File: src/rtl/sfx_pkg.sv
// sfx_pkg: shared types and constants for the sound-effect scheduler
// FSM state enum, Avalon register map and status-word bit positions.
// ABORT exists only when SFX_SCHEDULER_PREEMPT_EN is defined.
package sfx_pkg;
`ifdef SFX_SCHEDULER_PREEMPT_EN
  typedef enum logic [1:0] {IDLE, PLAY, ABORT, GAP} state_t;
`else
  typedef enum logic [1:0] {IDLE, PLAY, GAP} state_t;
`endif
  localparam logic REG_MASK   = 1'b0;
  localparam logic REG_STATUS = 1'b1;
  localparam int   ST_BUSY    = 31;
  localparam int   ST_CUR     = 16;
  localparam int   ST_PEND    = 0;
  localparam int   ID_W       = 2;
endpackage

File: src/rtl/sfx_prio_enc.sv
// sfx_prio_enc: lowest-index-first priority encoder
// vec_i : request vector; vld_o : any bit set; idx_o : lowest set index
module sfx_prio_enc
  import sfx_pkg::*;
#(
  parameter int NUM_SRC = 4
) (
  input  logic [NUM_SRC-1:0] vec_i,
  output logic               vld_o,
  output logic [ID_W-1:0]    idx_o
);
  assign vld_o = |vec_i;
  always_comb begin
    idx_o = '0;
    for (int i = NUM_SRC - 1; i >= 0; i--)
      if (vec_i[i]) idx_o = ID_W'(i);
  end
endmodule

File: src/rtl/sfx_scheduler.sv
// sfx_scheduler: priority scheduler driving an I2S clip player
// CLK/RESET       : clock, asynchronous active-high reset
// req             : per-source request pulses (index 0 = highest priority)
// play_done       : end-of-clip pulse from the player
// play_start      : play level to player; play_sel : clip index
// busy            : high whenever not IDLE
// AVL_*           : Avalon-MM slave, addr 0 = mask (RW), addr 1 = status (RO)
// SFX_SCHEDULER_PREEMPT_EN : a higher-priority request aborts the running clip
module sfx_scheduler
  import sfx_pkg::*;
#(
  parameter int NUM_SRC    = 4,
  parameter int GAP_CYCLES = 16
) (
  input  logic               CLK,
  input  logic               RESET,
  input  logic [NUM_SRC-1:0] req,
  input  logic               play_done,
  output logic               play_start,
  output logic [1:0]         play_sel,
  output logic               busy,
  input  logic               AVL_READ,
  input  logic               AVL_WRITE,
  input  logic               AVL_CS,
  input  logic               AVL_ADDR,
  input  logic [31:0]        AVL_WRITEDATA,
  output logic [31:0]        AVL_READDATA
);
  localparam int GW = GAP_CYCLES > 2 ? $clog2(GAP_CYCLES) : 1;
  localparam logic [GW-1:0] GAP_LOAD = GW'(GAP_CYCLES > 0 ? GAP_CYCLES - 1 : 0);
  state_t state_q, state_d;
  logic [NUM_SRC-1:0] pending_q, pending_d, mask_q, mask_d, clr;
  logic [ID_W-1:0] cur_id_q, cur_id_d, grant_idx;
  logic [GW-1:0] gap_q, gap_d;
  logic [31:0] rdata_q, rdata_d, status;
  logic grant_v;
  logic unused_wdata;
  assign unused_wdata = &{1'b0, AVL_WRITEDATA[31:NUM_SRC]};
  sfx_prio_enc #(.NUM_SRC(NUM_SRC)) u_enc (
    .vec_i(pending_q & mask_q),
    .vld_o(grant_v),
    .idx_o(grant_idx)
  );
  assign play_start   = state_q == PLAY;
  assign play_sel     = cur_id_q;
  assign busy         = state_q != IDLE;
  assign AVL_READDATA = rdata_q;
  always_comb begin
    state_d  = state_q;
    cur_id_d = cur_id_q;
    gap_d    = gap_q;
    clr      = '0;
    case (state_q)
`ifdef SFX_SCHEDULER_PREEMPT_EN
      IDLE, ABORT: begin
`else
      IDLE: begin
`endif
        state_d = IDLE;
        if (grant_v) begin
          clr      = NUM_SRC'(1) << grant_idx;
          cur_id_d = grant_idx;
          state_d  = PLAY;
        end
      end
      PLAY: begin
        if (play_done) begin
          state_d = GAP;
          gap_d   = GAP_LOAD;
        end
`ifdef SFX_SCHEDULER_PREEMPT_EN
        else if (grant_v && grant_idx < cur_id_q) state_d = ABORT;
`endif
      end
      GAP: begin
        if (gap_q == '0) state_d = IDLE;
        else gap_d = gap_q - GW'(1);
      end
      default: state_d = IDLE;
    endcase
  end
  // the request OR follows the grant clear so a coincident re-request survives
  assign mask_d    = (AVL_WRITE && AVL_CS && AVL_ADDR == REG_MASK) ? AVL_WRITEDATA[NUM_SRC-1:0] : mask_q;
  assign pending_d = ((pending_q & ~clr) | req) & mask_d;
  always_comb begin
    status                     = '0;
    status[ST_BUSY]            = busy;
    status[ST_CUR +: ID_W]     = cur_id_q;
    status[ST_PEND +: NUM_SRC] = pending_q;
    rdata_d = (AVL_READ && AVL_CS) ? (AVL_ADDR == REG_STATUS ? status : 32'(mask_q)) : rdata_q;
  end
  always_ff @(posedge CLK or posedge RESET) begin
    if (RESET) begin
      state_q   <= IDLE;
      pending_q <= '0;
      mask_q    <= '1;
      cur_id_q  <= '0;
      gap_q     <= '0;
      rdata_q   <= '0;
    end else begin
      state_q   <= state_d;
      pending_q <= pending_d;
      mask_q    <= mask_d;
      cur_id_q  <= cur_id_d;
      gap_q     <= gap_d;
      rdata_q   <= rdata_d;
    end
  end
endmodule
File: config.mk
export PLATFORM = sky130hd
export DESIGN_NAME = sfx_scheduler
export DESIGN_NICKNAME = d
export VERILOG_FILES = /design/src/rtl/sfx_pkg.sv /design/src/rtl/sfx_prio_enc.sv /design/src/rtl/sfx_scheduler.sv
export SDC_FILE = /design/constraint.sdc
export NUM_CORES = 1
export LEC_CHECK = 0
export ABC_AREA = 1
export BUFFER_PORTS_ARGS = -buffer_cell sky130_fd_sc_hd__buf_2
export CAP_MARGIN = 20
export CORE_MARGIN = 2
export CORE_UTILIZATION = 39
export DETAILED_ROUTE_END_ITERATION = 10
export HOLD_SLACK_MARGIN = 0.02
export PLACE_DENSITY = 0.77
export SYNTH_ARGS = -nofsm -noshare
export SYNTH_HDL_FRONTEND = slang
export SYNTH_HIERARCHICAL = 1
export SYNTH_SLANG_ARGS = --single-unit
File: constraint.sdc
create_clock -name CLK -period 1.3 [get_ports CLK]
set_input_delay 0.065 -clock CLK [delete_from_list [all_inputs] [get_ports CLK]]
set_output_delay 0.065 -clock CLK [all_outputs]
set_load 0.01 [all_outputs]
After elaboration in Yosys (flattened, before gate mapping) --
Cells that the tools add are included.
Storage, ports and cells: word-level logic and storage cells 45, flip-flop bits (word level) 48, bits of input ports 43, output and inout bits 36
Operators by class: equal/unequal tests 5, reductions and logical operators 11, shifts and indexed selects 1, bitwise operators 6, add/sub/neg operators 1, muxes and demuxes 15
Operators with widths (number):
- 2-to-1 mux 32 bit | 1
- 2-to-1 mux 4 bit | 5
- bitwise AND 4 bit | 3
- 2-to-1 mux 2 bit | 6
- one-hot mux 4 bit (2 select lines) | 1
- inequality test 2 bit, second input constant | 3
- one-hot mux 2 bit (3 select lines) | 1
- logical NOT 4 bit | 1
- NOT 4 bit | 1
- OR 4 bit | 1
- AND reduction 2 bit | 2
- nonzero test 2 bit | 2
- OR reduction 4 bit | 1
- left shift 1 x 2 -> 4 bit, first input constant | 1
- subtractor 4 x 1 -> 4 bit, second input constant | 1
- logical AND 1 bit | 3
- AND reduction 3 bit | 1
- equality test 2 x 1 -> 1 bit, second input constant | 1
- equality test 2 bit, second input constant | 1
- logical NOT 2 bit | 1
- 2-to-1 mux 1 bit | 1
- NOT 1 bit | 1

Logic depth before layout (Yosys ltp) --
depth in word-level cells 12, mapped depth 9, depth with buffers taken out 9

Cells and area by module --
The synthesis kept the hierarchy.
By module, submodules not included:
- sfx_scheduler | area an instance 1318.8 sq um, cells each 165, times used 1, sequential area each 580.6 sq um
- sfx_prio_enc | area an instance 46.3 sq um, cells each 9, times used 1, sequential area each 0.0 sq um

Least setup slack after synthesis --
Ideal clock, no wire load.
path kind register -> register, start register mask_q[3], end register pending_q[3], data required time 1.171 ns, buffers on the path 0, data arrival time 1.146 ns, setup time 0.129 ns, slack 0.025 ns, stages on the path, launching flop included 8, period minus slack after synthesis 1.275 ns, cells stage by stage dfstp_2 nand2_1 inv_1 inv_1 a21oi_2 nand3_1 o21ai_0 a21oi_1
Between the ends: longest elaborated chain between the ends 12
RTL lines:
- start: declaration | line sfx_scheduler.sv:32 | logic [NUM_SRC-1:0] pending_q, pending_d, mask_q, mask_d, clr;
- start signal: assignment | line sfx_scheduler.sv:103 | mask_q <= mask_d;
- bitwise AND 4 bit | line sfx_scheduler.sv:40 | .vec_i(pending_q & mask_q),
- 2-to-1 mux 2 bit (4 in a row) | line sfx_prio_enc.sv:16 | if (vec_i[i]) idx_o = ID_W'(i);
- via grant_idx[1] | line sfx_scheduler.sv:33 | logic [ID_W-1:0] cur_id_q, cur_id_d, grant_idx;
- left shift 1 x 2 -> 4 bit | line sfx_scheduler.sv:61 | clr = NUM_SRC'(1) << grant_idx;
- 2-to-1 mux 4 bit | line sfx_scheduler.sv:60 | if (grant_v) begin
- 2-to-1 mux 4 bit | line sfx_scheduler.sv:53 | case (state_q)
- NOT 4 bit | line sfx_scheduler.sv:84 | assign pending_d = ((pending_q & ~clr) | req) & mask_d;
- bitwise AND 4 bit | line sfx_scheduler.sv:84
- OR 4 bit | line sfx_scheduler.sv:84
- bitwise AND 4 bit | line sfx_scheduler.sv:84
- via pending_d[3] | line sfx_scheduler.sv:32
- end signal: assignment | line sfx_scheduler.sv:102 | pending_q <= pending_d;
- end: declaration | line sfx_scheduler.sv:32
The timed path passes the listed nets, and every way through them passes these cells. A chain may end at the register's enable or synchronous reset.

Final worst setup path --
start register mask_q[3], end register pending_q[3]
RTL lines:
- bitwise AND 4 bit | line sfx_scheduler.sv:40
- OR reduction 4 bit | line sfx_prio_enc.sv:12 | assign vld_o = |vec_i;
- via grant_v | line sfx_scheduler.sv:36 | logic grant_v;
- 2-to-1 mux 4 bit | line sfx_scheduler.sv:60
- 2-to-1 mux 4 bit | line sfx_scheduler.sv:53
- NOT 4 bit | line sfx_scheduler.sv:84
- bitwise AND 4 bit | line sfx_scheduler.sv:84
- OR 4 bit | line sfx_scheduler.sv:84
- bitwise AND 4 bit | line sfx_scheduler.sv:84
- via pending_d[3] | line sfx_scheduler.sv:32
The timed path passes the listed nets, and every way through them passes these cells.

==> impl_metrics.py <==
metrics = {
    "logic_synthesis": {
        "yosysMostFrequentCell": "nand2_1",
        "netlist_top_cells_count": "nand2_1, inv_1, buf_4, dfrtp_1",
        "ys_ff_latch": 23,
        "syn_avg_cell_area_um2": 7.85,
        "synthArstFlopShare": 1.00,
        "synth.distinct_cells": 21,
        "ys_seq_area_frac": 0.425,
        "synth_top_cell_by_area": "dfrtp_1",
        "synth-main-ff-cell": "dfrtp_1",
        "synth_cells": 174,
        "ys_warn_count": 6,
        "yosys-top-cells-area": "dfrtp_1, buf_4, nand2_1",
        "synth_edf_count": 0,
        "synth_top_area_frac": 0.348,
        "synth_area_mm2": 0.00137,
    },
    "floorplanning": {
        "rows": 21,
        "io_pins": 79,
        "die_area_mm2": 0.00399,
        "die_h_um": 63.2,
        "initial_core_util": 0.409,
        "design.core.area_mm2": 0.00334,
        "dieWidth_um": 63.2,
    },
    "setup_path": {
        "start_kind": "flop",
        "cp_max_fo": 3,
        "r2r_setup_slack_ns": -0.08,
        "required_ns": 1.50,
        "endpoint_kind": "flop",
        "worstPathArrival_ns": 1.58,
        "worstSetupPathType": "reg -> reg",
    },
    "timing": {
        "setup_violations": 5,
        "finalMaxSlewViolations": 0,
        "min_period_ns": 1.38,
        "timing.final.crit_share": 1.06,
        "rsz0062_at_grt": "true",
        "fmax_mhz": 723,
        "worst_slack_ns": -0.0830,
        "hold_viol": 0,
        "skew_ns": 0.00779,
    },
    "cts": {
        "cts_tree": "yes",
        "clockBufferDepth": 2,
        "clock_sinks": 23,
        "clk_pin_slew_worst_paths_ns": 0.13,
        "cts_buffers": 3,
        "clock_latency_ns": 0.30,
        "clockRootBuffer": "clkbuf_4",
        "htree_num_levels": 1,
    },
    "global_routing": {
        "antenna_found_initial": 0,
        "grtUsageTotal": 0.132,
        "grt-ovfl-total": 0,
        "grt_max_degree": 24,
        "grt_pass1_vias": 993,
        "grt_pass1_wl_um": 4250,
    },
    "placed_design": {
        "hpwl_um": 1990,
        "place_inst": 254,
        "dpl_worst_slack_ns": -0.0880,
        "gp_congestion": 0.822,
        "postPlaceCellArea_mm2": 0.00153,
        "portBuffers": 25,
    },
    "power": {
        "ir_worst_vdd_mv": 0.774,
        "power_density_mw_per_mm2": 1720,
        "leakagePower_uw": 0.000929,
        "power_uw": 2950,
    },
    "route": {
        "drtAntennaViolNets": 0,
        "detail_route.wl_per_cell_um": 9.98,
        "drtIter0Drc": 43,
        "drcViolationCount": 0,
        "route.met2.wl_um": 1210,
        "top_layer": "met4",
        "vias": 1139,
        "routed_wl_um": 2700,
        "drt-met1-wl_um": 1300,
        "drt_pre_antenna_iters": 4,
        "vias_per_cell": 4.22,
        "wl_met3_um": 166,
    },
    "job": {
        "maxCapViolations": 0,
    },
    "outcome": {
        "violations": "negative setup slack",
        "outcome": "finished, violations left",
    },
    "layout": {
        "nNetsFinal": 269,
        "drive_above_1_share": 0.357,
        "fin_util": 0.514,
        "final_cells": 270,
        "diodes": 0,
        "final_area_mm2": 0.00172,
        "syn2layout_area_growth_pct": 25.7,
        "num-fill-cells": 342,
    },
    "min_path": {
        "min_path_type": "in -> reg",
    },
}
==> metal layers <==
metal	vias up	track usage
li1	588	-
met1	510	0.189
met2	39	0.197
met3	2	0.0268
met4	0	0.0444
met5	-	0
==> worst max-delay path, stage by stage (launching register included) <==
cell and delay, ns:
dfstp_2 0.57, nand2_2 0.05, inv_2 0.07, inv_2 0.05, nand4_1 0.14, buf_4 0.14, nand3_1 0.07, o21ai_1 0.12
a21oi_1 0.07
==> registers in the layout (all words and copies together) (netlist names) <==
signal        cells
pending_q         4
gap_q             4
play_sel          2
mask_q            4
state_q           2
AVL_READDATA      7
==> cells in the final DEF (no fill, tap or decap) <==
cell type      instances
nor2_4                 3
buf_2                 25
inv_1                 23
clkbuf_1               1
nand2_1               28
nor2_2                 1
o21ai_4                1
nand2_2                7
or2_2                  1
dfrtp_1               19
nand2_4                2
clkbuf_4               3
buf_4                 16
inv_2                 11
nand3_1               10
o21ai_0                8
ha_4                   1
nand4_1                1
a21oi_4                2
dfstp_2                4
o21ai_1                4
dlygate4sd3_1          6
nand3_2                2
conb_1                25
nor2_1                 7
o22ai_1                1
a21oi_2                1
a21oi_1               11
==> area by class of cell <==
type                            count  area (um2)  area share
Clock buffer                        4        26.3      0.0153
Timing Repair Buffer               47         305       0.178
Multi-Input combinational cell    116         618       0.360
Inverter                           34         128      0.0744
Sequential cell                    23         581       0.338
Tap cell                           46        57.6      0.0336
==> kinds of logic after synthesis <==
kind of cell / synth area share
DFF: 0.425
other: 0.00275
and+or+nand+nor: 0.214
AOI/OAI and AO/OA: 0.117
buffers and inverters: 0.231
adders and majority gates: 0.00916
==> where the power goes <==
part	leakage [uW]	switching, uW	internal, uW	total (uW)
Combinational	0.000646	876	635	1510
Clock	0.0000150	205	119	324
Sequential	0.000268	167	948	1110
Total	0.000929	1250	1700	2950
==> stage by stage <==
step / TNS [ns] / hold slack [ns]
after floorplan: 0 / 0.0640
after global placement: -0.211 / 0.117
after detailed placement: -0.377 / 0.118
after CTS: -0.247 / 0.0230
after global routing: -0.851 / 0.0309
final: -0.317 / 0.0243
==> final timing paths <==
check | startpoint | to | depth (start not counted)
setup / recovery | mask_q[3] | pending_q[3] | 8
hold / removal | AVL_WRITEDATA[2] | mask_q[2] | 3
setup reg to reg | mask_q[3] | pending_q[3] | 8
hold reg to reg | AVL_READDATA[17] | AVL_READDATA[17] | 2
max in group asynchronous | RESET | mask_q[3] | 4
min in group asynchronous | RESET | AVL_READDATA[2] | 4
==> timing repair <==
item | 4_1_cts | 5_1_grt
gates cloned | 0 | 0
resized for setup | 12 | 13
pin swaps | 7 | 11
hold buffers | 6 | 0
setup buffers | 2 | 4
endpoints found under the hold margin | 24 | 0
setup endpoints to repair | 8 | 11
No activity file was read; power rests on OpenSTA's default activity.
